File: src/rtl/sevenseg_scan_if.sv
// sevenseg_scan_if: scan-bus readback bundle.
//   master: drives seg (a..g, active-high), dig_sel (one-hot digit select), clr;
//           observes digits_out, digit_valid, frame_valid, code_err.
//   slave:  the reader side of the same signals.
interface sevenseg_scan_if #(
   parameter int NUM_DIGITS = 2
);
   logic [6:0]              seg;
   logic [NUM_DIGITS-1:0]   dig_sel;
   logic                    clr;
   logic [4*NUM_DIGITS-1:0] digits_out;
   logic [NUM_DIGITS-1:0]   digit_valid;
   logic                    frame_valid;
   logic                    code_err;
   modport master (output seg, dig_sel, clr, input digits_out, digit_valid, frame_valid, code_err);
   modport slave  (input seg, dig_sel, clr, output digits_out, digit_valid, frame_valid, code_err);
endinterface

File: src/rtl/sevenseg_scan_reader.sv
// sevenseg_scan_reader: recovers 4-bit digit codes from a multiplexed seven-segment drive bus.
//   clk, rst_n (async active-low)
//   bus.seg/dig_sel/clr in; bus.digits_out/digit_valid/frame_valid/code_err out (all registered)
module sevenseg_scan_reader #(
   parameter int NUM_DIGITS    = 2,
   parameter int STABLE_CYCLES = 4
) (
   input  logic           clk,
   input  logic           rst_n,
   sevenseg_scan_if.slave bus
);
   localparam int CW = $clog2(STABLE_CYCLES + 1);
   typedef enum logic [1:0] {IDLE, COUNT, HOLD} state_t;
   state_t                  state_q;
   logic [6:0]              seg_q, seg_p_q;
   logic [NUM_DIGITS-1:0]   sel_q, sel_p_q, seen_q, valid_q;
   logic [NUM_DIGITS-1:0]   seen_d, valid_d;
   logic [CW-1:0]           cnt_q, cnt_d;
   logic [4*NUM_DIGITS-1:0] digits_q, digits_d;
   logic                    frame_q, frame_d, err_q, err_d;
   logic                    changed, selvalid, cap, bad;
   logic [3:0]              code;

   function automatic logic [3:0] decode(input logic [6:0] s);
      case (s)
         7'b1111110: return 4'h0;
         7'b0110000: return 4'h1;
         7'b1101101: return 4'h2;
         7'b1111001: return 4'h3;
         7'b0110011: return 4'h4;
         7'b1011011: return 4'h5;
         7'b1011111: return 4'h6;
         7'b1110000: return 4'h7;
         7'b1111111: return 4'h8;
         7'b1111011: return 4'h9;
         7'b0000001: return 4'hA;
         default:    return 4'hE;
      endcase
   endfunction

   assign code     = decode(seg_q);
   assign bad      = code == 4'hE;
   assign changed  = {seg_q, sel_q} != {seg_p_q, sel_p_q};
   assign selvalid = (sel_q != '0) && ((sel_q & (sel_q - NUM_DIGITS'(1))) == '0);
   // A fresh or changed sample counts as the first stable sample.
   assign cnt_d    = (state_q == IDLE || changed) ? CW'(1) : cnt_q + CW'(1);
   assign cap      = selvalid && (state_q != HOLD || changed) && cnt_d == CW'(STABLE_CYCLES);

   always_comb begin
      valid_d  = bus.clr ? '0 : valid_q;
      seen_d   = bus.clr ? '0 : seen_q;
      err_d    = bus.clr ? 1'b0 : err_q;
      digits_d = digits_q;
      frame_d  = 1'b0;
      if (cap) begin
         valid_d = valid_d | sel_q;
         err_d   = err_d | bad;
         seen_d  = seen_d | sel_q;
         frame_d = &seen_d;
         seen_d  = frame_d ? '0 : seen_d;
         for (int i = 0; i < NUM_DIGITS; i++) if (sel_q[i]) digits_d[4*i +: 4] = code;
      end
   end

   always_ff @(posedge clk or negedge rst_n) begin
      if (!rst_n) begin
         state_q  <= IDLE;
         seg_q    <= '0;
         seg_p_q  <= '0;
         sel_q    <= '0;
         sel_p_q  <= '0;
         cnt_q    <= '0;
         seen_q   <= '0;
         valid_q  <= '0;
         digits_q <= '0;
         frame_q  <= 1'b0;
         err_q    <= 1'b0;
      end else begin
         seg_q    <= bus.seg;
         sel_q    <= bus.dig_sel;
         seg_p_q  <= seg_q;
         sel_p_q  <= sel_q;
         seen_q   <= seen_d;
         valid_q  <= valid_d;
         digits_q <= digits_d;
         frame_q  <= frame_d;
         err_q    <= err_d;
         if (!selvalid) begin
            state_q <= IDLE;
            cnt_q   <= '0;
         end else if (cap) begin
            state_q <= HOLD;
            cnt_q   <= cnt_d;
         end else if (state_q != HOLD || changed) begin
            state_q <= COUNT;
            cnt_q   <= cnt_d;
         end
      end
   end

   assign bus.digits_out  = digits_q;
   assign bus.digit_valid = valid_q;
   assign bus.frame_valid = frame_q;
   assign bus.code_err    = err_q;
endmodule

File: src/flat_wrapper.sv
// flat-port wrapper written by rule: the top's interface ports become plain ports
module sevenseg_scan_reader_flat 
#(
   parameter int NUM_DIGITS    = 2,
   parameter int STABLE_CYCLES = 4
)
  (clk, rst_n, bus_seg, bus_dig_sel, bus_clr, bus_digits_out, bus_digit_valid, bus_frame_valid, bus_code_err);
  sevenseg_scan_if #(.NUM_DIGITS(NUM_DIGITS)) bus_i ();
  input  logic clk;
  input  logic rst_n;
  input wire logic [$bits(bus_i.seg)-1:0] bus_seg;
  input wire logic [$bits(bus_i.dig_sel)-1:0] bus_dig_sel;
  input wire logic [$bits(bus_i.clr)-1:0] bus_clr;
  output wire logic [$bits(bus_i.digits_out)-1:0] bus_digits_out;
  output wire logic [$bits(bus_i.digit_valid)-1:0] bus_digit_valid;
  output wire logic [$bits(bus_i.frame_valid)-1:0] bus_frame_valid;
  output wire logic [$bits(bus_i.code_err)-1:0] bus_code_err;
  assign bus_i.seg = bus_seg;
  assign bus_i.dig_sel = bus_dig_sel;
  assign bus_i.clr = bus_clr;
  assign bus_digits_out = bus_i.digits_out;
  assign bus_digit_valid = bus_i.digit_valid;
  assign bus_frame_valid = bus_i.frame_valid;
  assign bus_code_err = bus_i.code_err;
  sevenseg_scan_reader #(.NUM_DIGITS(NUM_DIGITS), .STABLE_CYCLES(STABLE_CYCLES)) u_core (.clk(clk), .rst_n(rst_n), .bus(bus_i));
endmodule
File: config.mk
export PLATFORM = sky130hd
export DESIGN_NAME = sevenseg_scan_reader_flat
export DESIGN_NICKNAME = d
export VERILOG_FILES = /design/src/rtl/sevenseg_scan_if.sv /design/src/rtl/sevenseg_scan_reader.sv /design/src/flat_wrapper.sv
export SDC_FILE = /design/constraint.sdc
export NUM_CORES = 1
export LEC_CHECK = 0
export CORE_AREA = 2 2 67 69
export CTS_CLUSTER_DIAMETER = 200
export CTS_CLUSTER_SIZE = 25
export DETAILED_ROUTE_END_ITERATION = 6
export DIE_AREA = 0 0 69 71
export HOLD_SLACK_MARGIN = 0.12
export PLACE_DENSITY = 0.63
export SYNTH_ARGS = -nofsm -noshare
export SYNTH_HDL_FRONTEND = slang
export SYNTH_SLANG_ARGS = --single-unit
File: constraint.sdc
create_clock -name clk -period 4.2 [get_ports clk]
set_input_delay 0.42 -clock clk [delete_from_list [all_inputs] [get_ports clk]]
set_output_delay 0.42 -clock clk [all_outputs]
set_load 0.03 [all_outputs]
==> qor.yml, run 1 <==
ioPinCount: 24
numPortBuffers: 23
start_util: 0.388
cpPeakStageDelay_ns: 0.57
relSlewSlack: 0.638
layout-drive-gt1-share: 0.118
cts_tree: "built"
synth.area.top_cells: "dfrtp_1 57%, mux2_1 4.1%, xnor2_1 3.8%"
grt_pass1_wl_um: 5000
p_switching_uw: 153
status: "finished clean"
syn_area_um2: 1630
num-fill-cells: 390
cts_resized: 0
grt_pass1_vias: 1105
finalPower_uw: 692
cts_made_buffers: 5
post-synth-top-area-cell: "dfrtp_1"
setup_tns_ns: 0
r2r_cells: 5
power_frac_clock: 0.380
postCtsSetupRepairBufs: 0
area_growth_pct: 22.2
power.density_nw_per_um2: 347
holdWs_ns: 0.499
coreArea_um2: 4200
place_area_um2: 1890
ys_types: 38
fin_worst_skew_ns: 0.00766
final_common_cell: "dfrtp_1"
dieArea_um2: 4900
rows: 24
leakage_nw: 0.880
power_frac_seq: 0.553
start_kind: "flop"
htreeDepth: 2
holdBufCountCts: 0
wl_per_cell_um: 13.2
r2r_start: "u_core.sel_q[1]"
worstPathMaxFanout: 8
synth_top_area_share: 0.567
worst_pin_slew_ns: 0.540
fp.dieH_um: 71
period_minus_slack_ns: 2.13
async_flop_share: 1.00
critPathTopFamily: "simple AND/OR/NAND/NOR gates"
gp_congestion: 0.937
synth-edff-count: 0
drc: 0
grt_max_degree: 38
syn_inst: 134
syn_area_per_cell_um2: 12.2
ant_nets: 0
synth-main-ff-cell: "dfrtp_1"
routed_wl_um: 2810
end_kind: "flop"
setup_violations: 0
cpMaxStageDelayCell: "dfrtp_1"
crit_start: "u_core.sel_q[1]"
cp.arrival_ns: 2.30
slew_viol_final: 0
switching_share: 0.220
clk_pin_slew_ns: 0.07
syn_nets: 147
rsz0062_at_grt: "false"
fin_util: 0.474
post_drt_via_cell_ratio: 5.18
cts.sinks: 37
fin_area_um2: 1990
insertion_delay_ns: 0.29
regToRegSetupSlack_ns: 2.07
cp_num_cells: 5
cts-root-buf: "clkbuf_8"
comb_power_share: 0.067
internal_power_uw: 540
finalWorstSetupSlack_ns: 2.07
yosys_warnings: 0
dp_slack_ns: 2.08
critPathRequiredTime_ns: 4.37
drv_cap: 0
hold_viol: 0
crit_end: "u_core.bus.digits_out[1]"
final_cells: 213
ir_drop_v: 0.000172
route.vias.total: 1104
n_antenna_cell: 0
die_x_um: 69
crit_type: "flop to flop"
grt_antenna_before_repair: 0
place_inst: 205
synth-seq-cells: 37
drtIter0Drc: 42
nets: 173
fmax_mhz: 469
grt-ovfl-total: 0
worstReg2RegEnd: "u_core.bus.digits_out[1]"
yosysSeqAreaShare: 0.567
path_buf_inv: 0
path_cells: "xnor2_1 -> nand4_1 -> nor4_4 -> nand3_4 -> mux2_1"
mostFrequentLayoutCells: "37 x dfrtp_1, 23 x clkdlybuf4s50_1, 11 x nor2_1"
clk_path_buf_depth: 2
min_path_type: "flop to flop"
firstDrtPassIters: 4
track_usage: 0.131
dp_hpwl_um: 2080
fin_crit_sh: 0.508
-- registers in the layout (all words and copies together) (netlist names) --
register and flops:
u_core.seg_p_q 7, u_core.seg_q 7, u_core.bus.frame_valid 1, u_core.sel_p_q 2, u_core.bus.digit_valid 2, u_core.bus.digits_out 8, u_core.seen_q 2, u_core.state_q 2
u_core.sel_q 2, u_core.cnt_q 3, u_core.bus.code_err 1
-- worst min path at each step --
stage	startpoint	endpoint	slack, ns	depth (start not counted)
after floorplan	rst_n	u_core.bus.code_err	0.12	0
after global placement	u_core.bus.digits_out[1]	u_core.bus.digits_out[1]	0.48	1
after detailed placement	u_core.bus.digits_out[6]	u_core.bus.digits_out[6]	0.49	1
after CTS	u_core.bus.digits_out[6]	u_core.bus.digits_out[6]	0.51	1
after global routing	u_core.bus.digits_out[2]	u_core.bus.digits_out[2]	0.52	1
final	u_core.bus.digits_out[1]	u_core.bus.digits_out[1]	0.50	1
-- power by group through the flow --
stage | logic, mW | clock network (mW) | registers (mW)
2_1_floorplan | 0.0335 | 0 | 0.381
3_3_place_gp | 0.0466 | 0 | 0.389
3_5_place_dp | 0.0472 | 0 | 0.389
4_1_cts | 0.0475 | 0.271 | 0.383
5_1_grt | 0.0524 | 0.293 | 0.385
6_report | 0.0465 | 0.263 | 0.383
-- Yosys cell counts (3+ instances only) --
| cell | instances |
|---|---|
| a21oi_1 | 3 |
| o21ai_0 | 6 |
| inv_1 | 7 |
| nor2_1 | 11 |
| xnor2_1 | 7 |
| and4_1 | 3 |
| nor2b_1 | 5 |
| a22oi_1 | 3 |
| buf_6 | 3 |
| nand2_1 | 6 |
| mux2_1 | 6 |
| xor2_1 | 4 |
| dfrtp_1 | 37 |
-- metal layers --
layer | share of wire | vias up | track usage
met5 | 0 | - | 0
met4 | 0.017 | 0 | 0.0610
met3 | 0.037 | 4 | 0.0513
met2 | 0.51 | 23 | 0.210
met1 | 0.44 | 561 | 0.157
li1 | - | 516 | -
-- cell families after synthesis --
| kind of cell | Yosys count | share of synthesized area |
|---|---|---|
| xor+xnor | 12 | 0.0690 |
| flops | 37 | 0.567 |
| compound gates | 21 | 0.0836 |
| simple gates | 42 | 0.169 |
| buf+inv | 12 | 0.0422 |
| mux | 9 | 0.0606 |
| fa+ha+maj | 1 | 0.00767 |
-- final cells by class --
class	instances	area (µm²)	share of cell area
multi-input combinational	85	637	0.320
inverter	7	26.3	0.0132
timing repair buffer	24	238	0.119
clock buffer	7	96.3	0.0483
sequential	37	926	0.465
clock inverter	1	5.00	0.00251
tap	52	65.1	0.0326
Note: power is estimated with default switching activity, not from simulation.
==> run 2: changes to the inputs <==
- clock period: 4.2 -> 2 ns (I/O delays scaled with it)
==> run 2 against run 1 <==
  * Die area unchanged
  * Combinational power increased to 2.5 times the previous value
  * Fmax increased by 12%
  * Sequential power increased by 110%
  * Core utilization increased by 1.1 points
  * Wire length increased by 5.4%
  * Global-route usage increased by 0.094 points
  * Worst hold slack got worse by 0.17 ns
  * Clock skew decreased by 0.0011 ns
==> qor.yml, run 2 (synthesized netlist as in run 1, its figures left out) <==
layout-drive-gt1-share: 0.156
relSlewSlack: 0.693
grt_pass1_vias: 1074
worstPathMaxFanout: 5
cts_tree: "built"
finalPower_mw: 1.43
power.density_nw_per_um2: 701
period_minus_slack_ns: 1.91
nets: 180
ioPinCount: 24
grt_pass1_wl_um: 5020
ir_drop_v: 0.000375
min_path_type: "primary input to asynchronous set/reset pin"
route.vias.total: 1112
hold_viol: 0
worst_pin_slew_ns: 0.461
insertion_delay_ns: 0.29
mostFrequentLayoutCells: "36 x dfrtp_1, 23 x clkdlybuf4s50_1, 11 x nor2_1"
fin_crit_sh: 0.955
ant_nets: 0
n_antenna_cell: 0
cp.arrival_ns: 2.08
area_growth_pct: 25.0
fin_worst_skew_ns: 0.00661
drc: 0
die_x_um: 69
setup_tns_ns: 0
rows: 24
grt_max_degree: 38
fmax_mhz: 524
final_common_cell: "dfrtp_1"
start_util: 0.388
end_kind: "flop"
post_drt_via_cell_ratio: 5.08
fp.dieH_um: 71
htreeDepth: 2
rsz0062_at_grt: "false"
drtIter0Drc: 41
critPathRequiredTime_ns: 2.17
dieArea_um2: 4900
wl_per_cell_um: 13.5
setup_violations: 0
track_usage: 0.132
holdBufCountCts: 0
status: "finished clean"
crit_type: "flop to flop"
largest_register_ffs: 8
holdWs_ns: 0.324
coreArea_um2: 4200
dp_hpwl_um: 2170
gp_congestion: 0.839
regToRegSetupSlack_ns: 0.09
cts_made_buffers: 5
numPortBuffers: 23
start_kind: "flop"
cts-root-buf: "clkbuf_8"
clk_pin_slew_ns: 0.07
slew_viol_final: 0
grt_antenna_before_repair: 0
cts.sinks: 37
clk_path_buf_depth: 2
firstDrtPassIters: 4
leakage_nw: 0.910
grt-ovfl-total: 0
drv_cap: 0
routed_wl_um: 2960
## run 2: changes by cell type in the layout (fill, tap and decap cells not counted), sizes merged
cell    previous run  this run
buf                1         8
clkinv             1         0
## run 2: layout make-up
type | count | area [µm²]
fillers | 392 | 2160
flip-flops and latches | 37 | 927
multi-input cells | 85 | 644
repair buffers | 31 | 290
clock buffers | 7 | 86.3
well taps | 52 | 65.1
inverters | 7 | 26.3
## run 2: worst max-delay path: stages (launching register included)
cell and delay, ns:
dfrtp_1 0.40, ha_1 0.32, nor2b_1 0.12, and4_2 0.34, nand4bb_1 0.24, o21ai_0 0.24, o21ai_0 0.12
## run 2: stage by stage
| stage | setup slack [ns] | utilization | cells | area [µm²] |
|---|---|---|---|---|
| 3_3_place_gp | 0.115 | 0.461 | 211 | 1940 |
| 4_1_cts | 0.0228 | 0.481 | 218 | 2020 |
| 3_5_place_dp | 0.0630 | 0.461 | 211 | 1940 |
| 2_1_floorplan | 0.146 | - | 134 | 1630 |
| 6_report | 0.0903 | 0.485 | 219 | 2040 |
| 5_1_grt | 0.000834 | 0.485 | 219 | 2040 |
## run 2: power by group
part / total (mW) / internal [mW] / switching [mW]
logic: 0.117 / 0.0587 / 0.0580
registers: 0.794 / 0.771 / 0.0231
clock network: 0.519 / 0.273 / 0.246
total: 1.43 / 1.10 / 0.327
## run 2: worst paths after layout
kind,depth (start not counted),start,to
worst max-delay path,6,u_core.cnt_q[0],u_core.seen_q[0]
worst min-delay path,2,rst_n,u_core.bus.frame_valid
worst max register to register,6,u_core.cnt_q[0],u_core.seen_q[0]
worst min register to register,0,u_core.seg_q[6],u_core.seg_p_q[6]
max in group asynchronous,2,rst_n,u_core.seg_q[0]
min in group clk,1,bus_seg[0],u_core.seg_q[0]
## run 2: layer usage
metal  vias to the layer above  GRT usage  share of wire
met5                         -          0              0
met4                         0     0.0719          0.026
met3                         8     0.0385          0.040
met2                        24      0.222           0.52
met1                       556      0.153           0.41
li1                        524          -              -
## run 2: repair_timing
item                       4_1_cts  5_1_grt
resized for setup                0        3
buffers inserted                 0        1
setup endpoints to repair        0        6
==> run 3: changes to the inputs <==
- GPL_TIMING_DRIVEN: not set -> 0
==> run 3 against run 2 <==
  * Clock power decreased by 6.2%
  * Flip-flop and latch count stayed put
  * Via count is 1.9% lower
  * First-iteration DRC count shrank 9.8%
  * Global-route usage increased by 0.12 points
  * Critical path type unchanged
  * Critical endpoint is now u_core.bus.digits_out[5]
==> qor.yml, run 3 (synthesized netlist as in run 1, its figures left out) <==
layout-drive-gt1-share: 0.183
start_util: 0.388
grt_pass1_vias: 1153
drtIter0Drc: 37
final_common_cell: "dfrtp_1"
clk_pin_slew_ns: 0.07
routed_wl_um: 2850
dp_hpwl_um: 2120
comb_power_share: 0.086
switching_share: 0.234
relSlewSlack: 0.481
die_x_um: 69
rows: 24
end_kind: "flop"
nets: 181
post_drt_via_cell_ratio: 4.94
worstPathMaxFanout: 8
fin_crit_sh: 0.943
grt-ovfl-total: 0
min_path_type: "primary input to flop"
cpMaxStageDelayCell: "or4_4"
mostFrequentLayoutCells: "36 x dfrtp_1, 22 x clkdlybuf4s50_1, 11 x nor2_1"
firstDrtPassIters: 4
area_growth_pct: 26.7
clk_path_buf_depth: 2
dieArea_um2: 4900
dp_slack_ns: -0.104
gp_congestion: 0.826
cts_tree: "built"
insertion_delay_ns: 0.29
ir_drop_v: 0.000408
fin_worst_skew_ns: 0.00501
coreArea_um2: 4200
power_frac_seq: 0.566
track_usage: 0.134
power.density_nw_per_um2: 679
period_minus_slack_ns: 1.89
route.vias.total: 1091
numPortBuffers: 23
leakage_nw: 0.934
status: "finished clean"
slew_viol_final: 0
cpPeakStageDelay_ns: 0.53
drc: 0
power_frac_clock: 0.347
fin_util: 0.492
cts-root-buf: "clkbuf_8"
wl_per_cell_um: 12.9
p_switching_uw: 329
htreeDepth: 2
cp.arrival_ns: 2.05
largest_register_ffs: 8
n_antenna_cell: 0
ant_nets: 0
finalWorstSetupSlack_ns: 0.113
internal_power_mw: 1.07
worst_pin_slew_ns: 0.779
critPathRequiredTime_ns: 2.17
final_cells: 221
place_inst: 209
drv_cap: 0
fmax_mhz: 530
num-fill-cells: 395
start_kind: "flop"
hold_viol: 0
regToRegSetupSlack_ns: 0.11
setup_violations: 0
grt_max_degree: 38
ioPinCount: 24
grt_pass1_wl_um: 5070
path_cells: "buf_6 -> or4_4 -> nor3_4 -> a211oi_1 -> a21o_1 -> mux2_1"
crit_type: "flop to flop"
grt_antenna_before_repair: 0
cts_made_buffers: 5
fp.dieH_um: 71
cts.sinks: 37
## run 3: changes by cell type in the layout (fill, tap and decap cells not counted)
cell and change:
clkbuf_8 -1, nand3_2 +1, buf_6 +3, nand4bb_1 -1
nand4bb_2 +1, buf_4 -4, nand3_1 -1, xnor2_1 -1
clkdlybuf4s50_1 -1, clkinv_2 +2, buf_2 +2, dlygate4sd3_1 +1
xnor2_2 +1
## run 3: routing by layer
| metal | part of all wire | track usage |
|---|---|---|
| met1 | 0.41 | 0.141 |
| met2 | 0.52 | 0.228 |
| met3 | 0.051 | 0.0499 |
| met4 | 0.025 | 0.0806 |
| met5 | 0 | 0 |
## run 3: final timing paths
path	startpoint	endpoint	cells past startpoint
setup / recovery	u_core.seg_q[1]	u_core.bus.digits_out[5]	6
hold / removal	bus_seg[3]	u_core.seg_q[3]	1
setup reg to reg	u_core.seg_q[1]	u_core.bus.digits_out[5]	6
hold reg to reg	u_core.sel_q[0]	u_core.sel_p_q[0]	0
max in group asynchronous	rst_n	u_core.seg_q[3]	2
min in group asynchronous	rst_n	u_core.bus.digit_valid[1]	2
## run 3: critical path, delay by kind of cell (launching register included)
family                 cells  cell delay [ns]
AND/OR/NAND/NOR            2             0.67
flip-flops                 1             0.39
AO/OA/AOI/OAI              2             0.29
multiplexers               1             0.28
buffers and inverters      1             0.14
## run 3: repair_timing
action,in CTS,in global routing
gates cloned,0,0
hold buffers,1,0
endpoints found under the setup margin,6,8
setup buffers,3,1
hold endpoints to repair,37,0
resized for setup,0,6
pin swaps,1,4
## run 3: layout make-up
type / instances / area (µm²) / share of cell area
Sequential cell: 37 / 927 / 0.449
Multi-Input combinational cell: 85 / 662 / 0.320
Timing Repair Buffer: 28 / 265 / 0.128
Clock buffer: 6 / 72.6 / 0.0351
Tap cell: 52 / 65.1 / 0.0315
Buffer: 4 / 38.8 / 0.0188
Inverter: 7 / 26.3 / 0.0127
Clock inverter: 2 / 10.0 / 0.00484
## run 3: per-stage QoR
| step | hold WS, ns | instance area (µm²) | total power, mW | setup TNS, ns |
|---|---|---|---|---|
| finish | 0.344 | 2070 | 1.40 | 0 |
| global route | 0.328 | 2070 | 1.48 | -0.0000449 |
| CTS | 0.339 | 2040 | 1.42 | 0 |
| detailed placement | 0.333 | 1920 | 0.924 | -0.487 |
| global placement | 0.360 | 1930 | 0.918 | -1.21 |
| floorplan | -0.0956 | 1630 | 0.871 | 0 |
## run 3: power by group through the flow
stage | combinational (mW) | sequential [mW] | clock (mW)
floorplan | 0.0703 | 0.801 | 0
global placement | 0.114 | 0.804 | 0
detailed placement | 0.117 | 0.806 | 0
CTS | 0.119 | 0.792 | 0.513
global route | 0.136 | 0.798 | 0.549
finish | 0.121 | 0.794 | 0.487
